File: src/rtl/seg_display_ctrl.sv
// seg_display_ctrl: 3-digit multiplexed active-low 7-segment driver.
// Define SEG_BLINK_EN to add the blink port and frame-based blanking.
module seg_display_ctrl #(
  parameter int CLK_DIV      = 50000,
  parameter int GUARD        = 500,
  parameter int BLINK_FRAMES = 32
) (
  input  logic        clk,
  input  logic        rst,
  input  logic [11:0] seg_digits,
`ifdef SEG_BLINK_EN
  input  logic        blink,
`endif
  output logic [7:0]  seg,
  output logic [2:0]  anodes
);

  localparam int DIV_W = $clog2(CLK_DIV);
  localparam logic [DIV_W-1:0] DIV_LAST = DIV_W'(CLK_DIV - 1);

  typedef enum logic {BLANK, SCAN} state_t;

  state_t            state, state_nx;
  logic [DIV_W-1:0]  div_cnt, div_nx;
  logic [1:0]        digit_idx, idx_nx;
  logic [11:0]       frame, frame_nx;
  logic              tick;
  logic              frame_load;
  logic              guard_ok;
  logic              blank_phase;
  logic              blank_now;
  logic              show;
  logic [3:0]        nib;
  logic [7:0]        seg_nx;
  logic [2:0]        an_nx;

  function automatic logic [7:0] decode(input logic [3:0] n);
    logic [7:0] s;
    s = 8'hFF;
    unique case (n)
      4'h0: s = 8'hC0;
      4'h1: s = 8'hF9;
      4'h2: s = 8'hA4;
      4'h3: s = 8'hB0;
      4'h4: s = 8'h99;
      4'h5: s = 8'h92;
      4'h6: s = 8'h82;
      4'h7: s = 8'hF8;
      4'h8: s = 8'h80;
      4'h9: s = 8'h90;
      4'hA: s = 8'h88;
      4'hB: s = 8'h83;
      4'hC: s = 8'hC6;
      4'hD: s = 8'hA1;
      4'hE: s = 8'h86;
      4'hF: s = 8'h8E;
    endcase
    return s;
  endfunction

  assign tick = (div_cnt == DIV_LAST);

  generate
    if (GUARD == 0) begin : g_noguard
      assign guard_ok = 1'b1;
    end else begin : g_guard
      localparam logic [DIV_W-1:0] GUARD_V = DIV_W'(GUARD);
      assign guard_ok = (div_cnt >= GUARD_V);
    end
  endgenerate

  // Next-state: divider, digit scan and once-per-frame word latch.
  always_comb begin
    state_nx   = state;
    idx_nx     = digit_idx;
    frame_nx   = frame;
    frame_load = 1'b0;
    div_nx     = tick ? '0 : div_cnt + 1'b1;
    if (tick) begin
      unique case (state)
        BLANK: begin
          state_nx   = SCAN;
          idx_nx     = 2'd0;
          frame_load = 1'b1;
        end
        SCAN: begin
          if (digit_idx == 2'd2) begin
            idx_nx     = 2'd0;
            frame_load = 1'b1;
          end else begin
            idx_nx = digit_idx + 2'd1;
          end
        end
      endcase
    end
    if (frame_load) frame_nx = seg_digits;
  end

`ifdef SEG_BLINK_EN
  localparam int FC_W =
    (BLINK_FRAMES > 1) ? $clog2(BLINK_FRAMES) : 1;
  localparam logic [FC_W-1:0] FC_LAST =
    FC_W'(BLINK_FRAMES - 1);

  logic [FC_W-1:0] frame_cnt;

  // Count frame starts while blinking; flip phase every BLINK_FRAMES.
  always_ff @(posedge clk or posedge rst) begin
    if (rst) begin
      frame_cnt   <= '0;
      blank_phase <= 1'b0;
    end else if (!blink) begin
      frame_cnt   <= '0;
      blank_phase <= 1'b0;
    end else if (frame_load) begin
      if (frame_cnt == FC_LAST) begin
        frame_cnt   <= '0;
        blank_phase <= ~blank_phase;
      end else begin
        frame_cnt <= frame_cnt + 1'b1;
      end
    end
  end

  // Gate with blink so dropping it un-blanks on the very next clock.
  assign blank_now = blank_phase & blink;
`else
  assign blank_phase = 1'b0;
  assign blank_now   = blank_phase;
`endif

  // Output selection: one anode low outside the guard window.
  always_comb begin
    nib = frame[11:8];
    unique case (digit_idx)
      2'd0:    nib = frame[3:0];
      2'd1:    nib = frame[7:4];
      default: nib = frame[11:8];
    endcase
    show   = (state == SCAN) && guard_ok && !blank_now;
    seg_nx = show ? decode(nib) : 8'hFF;
    an_nx  = show ? ~(3'b001 << digit_idx) : 3'b111;
  end

  // State and registered outputs.
  always_ff @(posedge clk or posedge rst) begin
    if (rst) begin
      state     <= BLANK;
      div_cnt   <= '0;
      digit_idx <= 2'd0;
      frame     <= 12'h000;
      seg       <= 8'hFF;
      anodes    <= 3'b111;
    end else begin
      state     <= state_nx;
      div_cnt   <= div_nx;
      digit_idx <= idx_nx;
      frame     <= frame_nx;
      seg       <= seg_nx;
      anodes    <= an_nx;
    end
  end

endmodule
File: config.mk
export PLATFORM = sky130hd
export DESIGN_NAME = seg_display_ctrl
export DESIGN_NICKNAME = d
export VERILOG_FILES = /design/src/rtl/seg_display_ctrl.sv
export SDC_FILE = /design/constraint.sdc
export NUM_CORES = 1
export LEC_CHECK = 0
export ABC_AREA = 1
export BUFFER_PORTS_ARGS = -buffer_cell sky130_fd_sc_hd__buf_2
export CAP_MARGIN = 25
export CORE_MARGIN = 1.5
export CORE_UTILIZATION = 30
export DETAILED_ROUTE_END_ITERATION = 8
export PLACE_DENSITY_LB_ADDON = 0.08
export SLEW_MARGIN = 20
export SYNTH_ARGS = -nofsm -noshare
export SYNTH_HDL_FRONTEND = slang
export SYNTH_SLANG_ARGS = --single-unit
File: constraint.sdc
create_clock -name clk -period 3.1 [get_ports clk]
set_input_delay 0.62 -clock clk [delete_from_list [all_inputs] [get_ports clk]]
set_output_delay 0.62 -clock clk [all_outputs]
set_load 0.01 [all_outputs]
==> flow_summary.json <==
{
  "ant_nets": 0,
  "fin_crit_ns": 1.94,
  "placement_rows": 31,
  "io_pins": 25,
  "ys_seq_elements": 41,
  "power.static_leakage_uw": 0.00133,
  "track_usage_pct": 12.9,
  "drtPass1Iterations": 4,
  "starting_utilization_of_the_core_area_pct": 31.3,
  "route.vias.total": 1765,
  "clockBufferDepth": 2,
  "cts-root-buf": "sky130_fd_sc_hd__clkbuf_8",
  "syn_area_sq_um": 2290,
  "max_cap_violations": 0,
  "ys_seq_area_share_pct": 45.3,
  "holdBufCountCts": 0,
  "critPathRequiredTime_ns": 3.32,
  "path_clk_slew_ns": 0.08,
  "detail_route.iter0.violations": 126,
  "worst_slew_pin_slew_ns": 0.526,
  "grt_pass1_wl_mm": 8.52,
  "cts_tree": "built",
  "finalMaxSlewViolations": 0,
  "final_nets": 334,
  "power.clock.fraction_pct": 44.8,
  "finalCritPeriodShare_pct": 62.6,
  "post_cts.resized_instances": 0,
  "sw_frac_of_total_pct": 20.5,
  "synth.net_count": 307,
  "cts_setup_buffers": 0,
  "grt_overflow": 0,
  "port-buffer-count": 23,
  "fp.dieH_um": 90.5,
  "pin_count_of_the_biggest_net_entering_global_routing": 42,
  "worst_hold_path_type": "input pin to asynchronous set/reset pin",
  "totalNegativeSetupSlack_ns": 0,
  "unrepaired_setup_endpoints_after_global_routing": "false",
  "cts-buffers-inserted": 5,
  "drt_wl_total_mm": 4.62,
  "diodes": 0,
  "power.internal_uw": 806,
  "final_weighted_congestion_in_routability_driven_placement": 0.804,
  "antenna_violations_before_repair": 0,
  "dp.final_hpwl_mm": 3.42,
  "total_setup_violations_reported_at_the_end_of_the_flow": 0,
  "power_per_standard_cell_area_nw_per_um2": 387,
  "worst-endpoint-arrival_ns": 2.16,
  "fmax_achieved_mhz": 515,
  "p_total_uw": 1010,
  "route.detailed.drc": 0,
  "peakVddDrop_v": 0.000158,
  "areaGrowthSynthToFinish_pct": 14.0,
  "overall_die_area_sq_um": 8180,
  "endpoint_kind": "flop",
  "power_frac_comb_pct": 2.4,
  "cp_max_fo": 8,
  "run_status": "completed",
  "vias_per_cell": 4.27,
  "syn_inst": 286,
  "die_w_um": 90.5,
  "final_hold_viol_count": 0,
  "power.sequential.fraction_pct": 52.8,
  "filler_cell_count": 760,
  "post-place-ws_ns": 1.18,
  "ys_types": 26,
  "timing_worst_setup_path_type": "flop to flop",
  "wire_per_inst_um": 11.2,
  "drive_gt1_share_pct": 25.8,
  "grt_pass1_vias": 1733,
  "htree_num_levels": 2,
  "tritoncts_num_sinks": 41,
  "cp-start-kind": "flop",
  "placeableCoreArea_sq_um": 7330,
  "synthesis_warnings": 0,
  "insertion_delay_ns": 0.29,
  "slew-limit-headroom_pct": 64.9,
  "skew_ns": 0.00898,
  "post_synth.cell_area_avg_sq_um": 8.02,
  "timing.final.ws_setup_ns": 1.16,
  "power.switching_uw": 207
}
## power by group through the flow
stage          Combinational (uW)  Clock [uW]  Sequential (uW)
2_1_floorplan                13.7           0              545
3_3_place_gp                 25.8           0              545
3_5_place_dp                 25.9           0              545
4_1_cts                      25.9         472              535
5_1_grt                      29.7         496              535
6_report                     24.4         453              535
## path summary, 6_finish.rpt
kind	startpoint	endpoint	slack [ns]	cells past startpoint
worst max-delay path	digit_idx[1]	seg[1]	1.16	9
worst min-delay path	rst	frame[6]	0.45	3
worst max register to register	digit_idx[1]	seg[1]	1.16	9
worst min register to register	frame[11]	frame[11]	0.49	2
max in group asynchronous	rst	frame[5]	2.28	3
min in group clk	frame[11]	frame[11]	0.49	2
## cells in the final DEF (no fill, tap or decap), types with 4 or more instances in the layout
master                     instances
sky130_fd_sc_hd__clkbuf_8          6
sky130_fd_sc_hd__o21ai_2          12
sky130_fd_sc_hd__inv_1            40
sky130_fd_sc_hd__dfstp_2          10
sky130_fd_sc_hd__nand2_2          11
sky130_fd_sc_hd__nor2_1           32
sky130_fd_sc_hd__nand3_1          24
sky130_fd_sc_hd__o21ai_1           4
sky130_fd_sc_hd__nand4_1           8
sky130_fd_sc_hd__buf_2            23
sky130_fd_sc_hd__xor2_1            7
sky130_fd_sc_hd__nand2_1          66
sky130_fd_sc_hd__inv_2            10
sky130_fd_sc_hd__dfrtp_1          31
sky130_fd_sc_hd__ha_1              7
## final cells by class
cell class                      instances  area (sq um)  area share, %
Sequential cell                        41          1040           39.7
Clock buffer                            7          86.3           3.30
Clock inverter                          1          30.0           1.15
Inverter                               50           188           7.17
Timing Repair Buffer                   24           123           4.69
Tap cell                               99           124           4.73
Multi-Input combinational cell        191          1030           39.3
## state kept, by name (all words and copies together), names as in the netlist
name and count:
anodes 3, div_cnt 16, frame 12, state 1, digit_idx 2, seg 7
## metrics by stage
step / instances / instance area [sq um] / hold slack, ns / util, %
2_1_floorplan: 286 / 2290 / 0.447 / -
3_3_place_gp: 405 / 2500 / 0.464 / 34.1
3_5_place_dp: 405 / 2500 / 0.467 / 34.1
4_1_cts: 413 / 2620 / 0.467 / 35.7
5_1_grt: 413 / 2620 / 0.511 / 35.7
6_report: 413 / 2620 / 0.452 / 35.7
## per-layer routing
metal  up-vias  GRT usage [%]  share of wire (%)  wire (um)
met5         -              0                  0          0
met4         0           3.97                1.1         49
met3         4           2.78                4.7        217
met2        43           18.2                 41       1900
met1       789           19.2                 53       2460
li1        929              -                  -          -
## kinds of logic (layout without fill, tap and decap cells)
kind of cell	count (synthesis)	in the layout	synth area share (%)
xor+xnor	8	8	3.05
fa+ha+maj	7	7	3.82
buf+inv	54	82	9.98
simple gates	153	153	30.9
other cells	1	1	0.163
compound gates	22	22	6.87
flops	41	41	45.3
## Yosys cell counts
master                    instances  area, sq um
sky130_fd_sc_hd__nand3_1         24          120
sky130_fd_sc_hd__inv_2           10         37.5
sky130_fd_sc_hd__nor2_1          32          120
sky130_fd_sc_hd__nand2_1         66          248
sky130_fd_sc_hd__nor3_1           3         15.0
sky130_fd_sc_hd__ha_1             7         87.6
sky130_fd_sc_hd__o21a_1           1         7.51
sky130_fd_sc_hd__buf_4            1         7.51
sky130_fd_sc_hd__xor2_1           7         61.3
sky130_fd_sc_hd__or2_1            2         12.5
sky130_fd_sc_hd__dfstp_2         10          263
sky130_fd_sc_hd__o21ai_1          4         20.0
sky130_fd_sc_hd__nand3_2          1         10.0
sky130_fd_sc_hd__dfrtp_1         31          776
sky130_fd_sc_hd__o21ai_2         12          105
sky130_fd_sc_hd__a21oi_1          2         10.0
sky130_fd_sc_hd__nor2_2           2         12.5
sky130_fd_sc_hd__nor2_4           3         33.8
sky130_fd_sc_hd__xnor2_1          1         8.76
sky130_fd_sc_hd__buf_6            3         33.8
sky130_fd_sc_hd__nand2_2         11         68.8
sky130_fd_sc_hd__nand3_4          1         17.5
sky130_fd_sc_hd__conb_1           1         3.75
sky130_fd_sc_hd__o21ai_0          3         15.0
sky130_fd_sc_hd__nand4_1          8         50.1
sky130_fd_sc_hd__inv_1           40          150
## critical path: stages, from the launching register on
cell and delay [ns]:
sky130_fd_sc_hd__dfrtp_1 0.49, sky130_fd_sc_hd__nor2_2 0.31, sky130_fd_sc_hd__nand2_1 0.09, sky130_fd_sc_hd__nand3_1 0.16
sky130_fd_sc_hd__inv_1 0.14, sky130_fd_sc_hd__ha_1 0.31, sky130_fd_sc_hd__nand4_1 0.14, sky130_fd_sc_hd__nor2_1 0.05
sky130_fd_sc_hd__nor2_1 0.10, sky130_fd_sc_hd__nand2_1 0.07
Power figures use the tool's default switching activity.
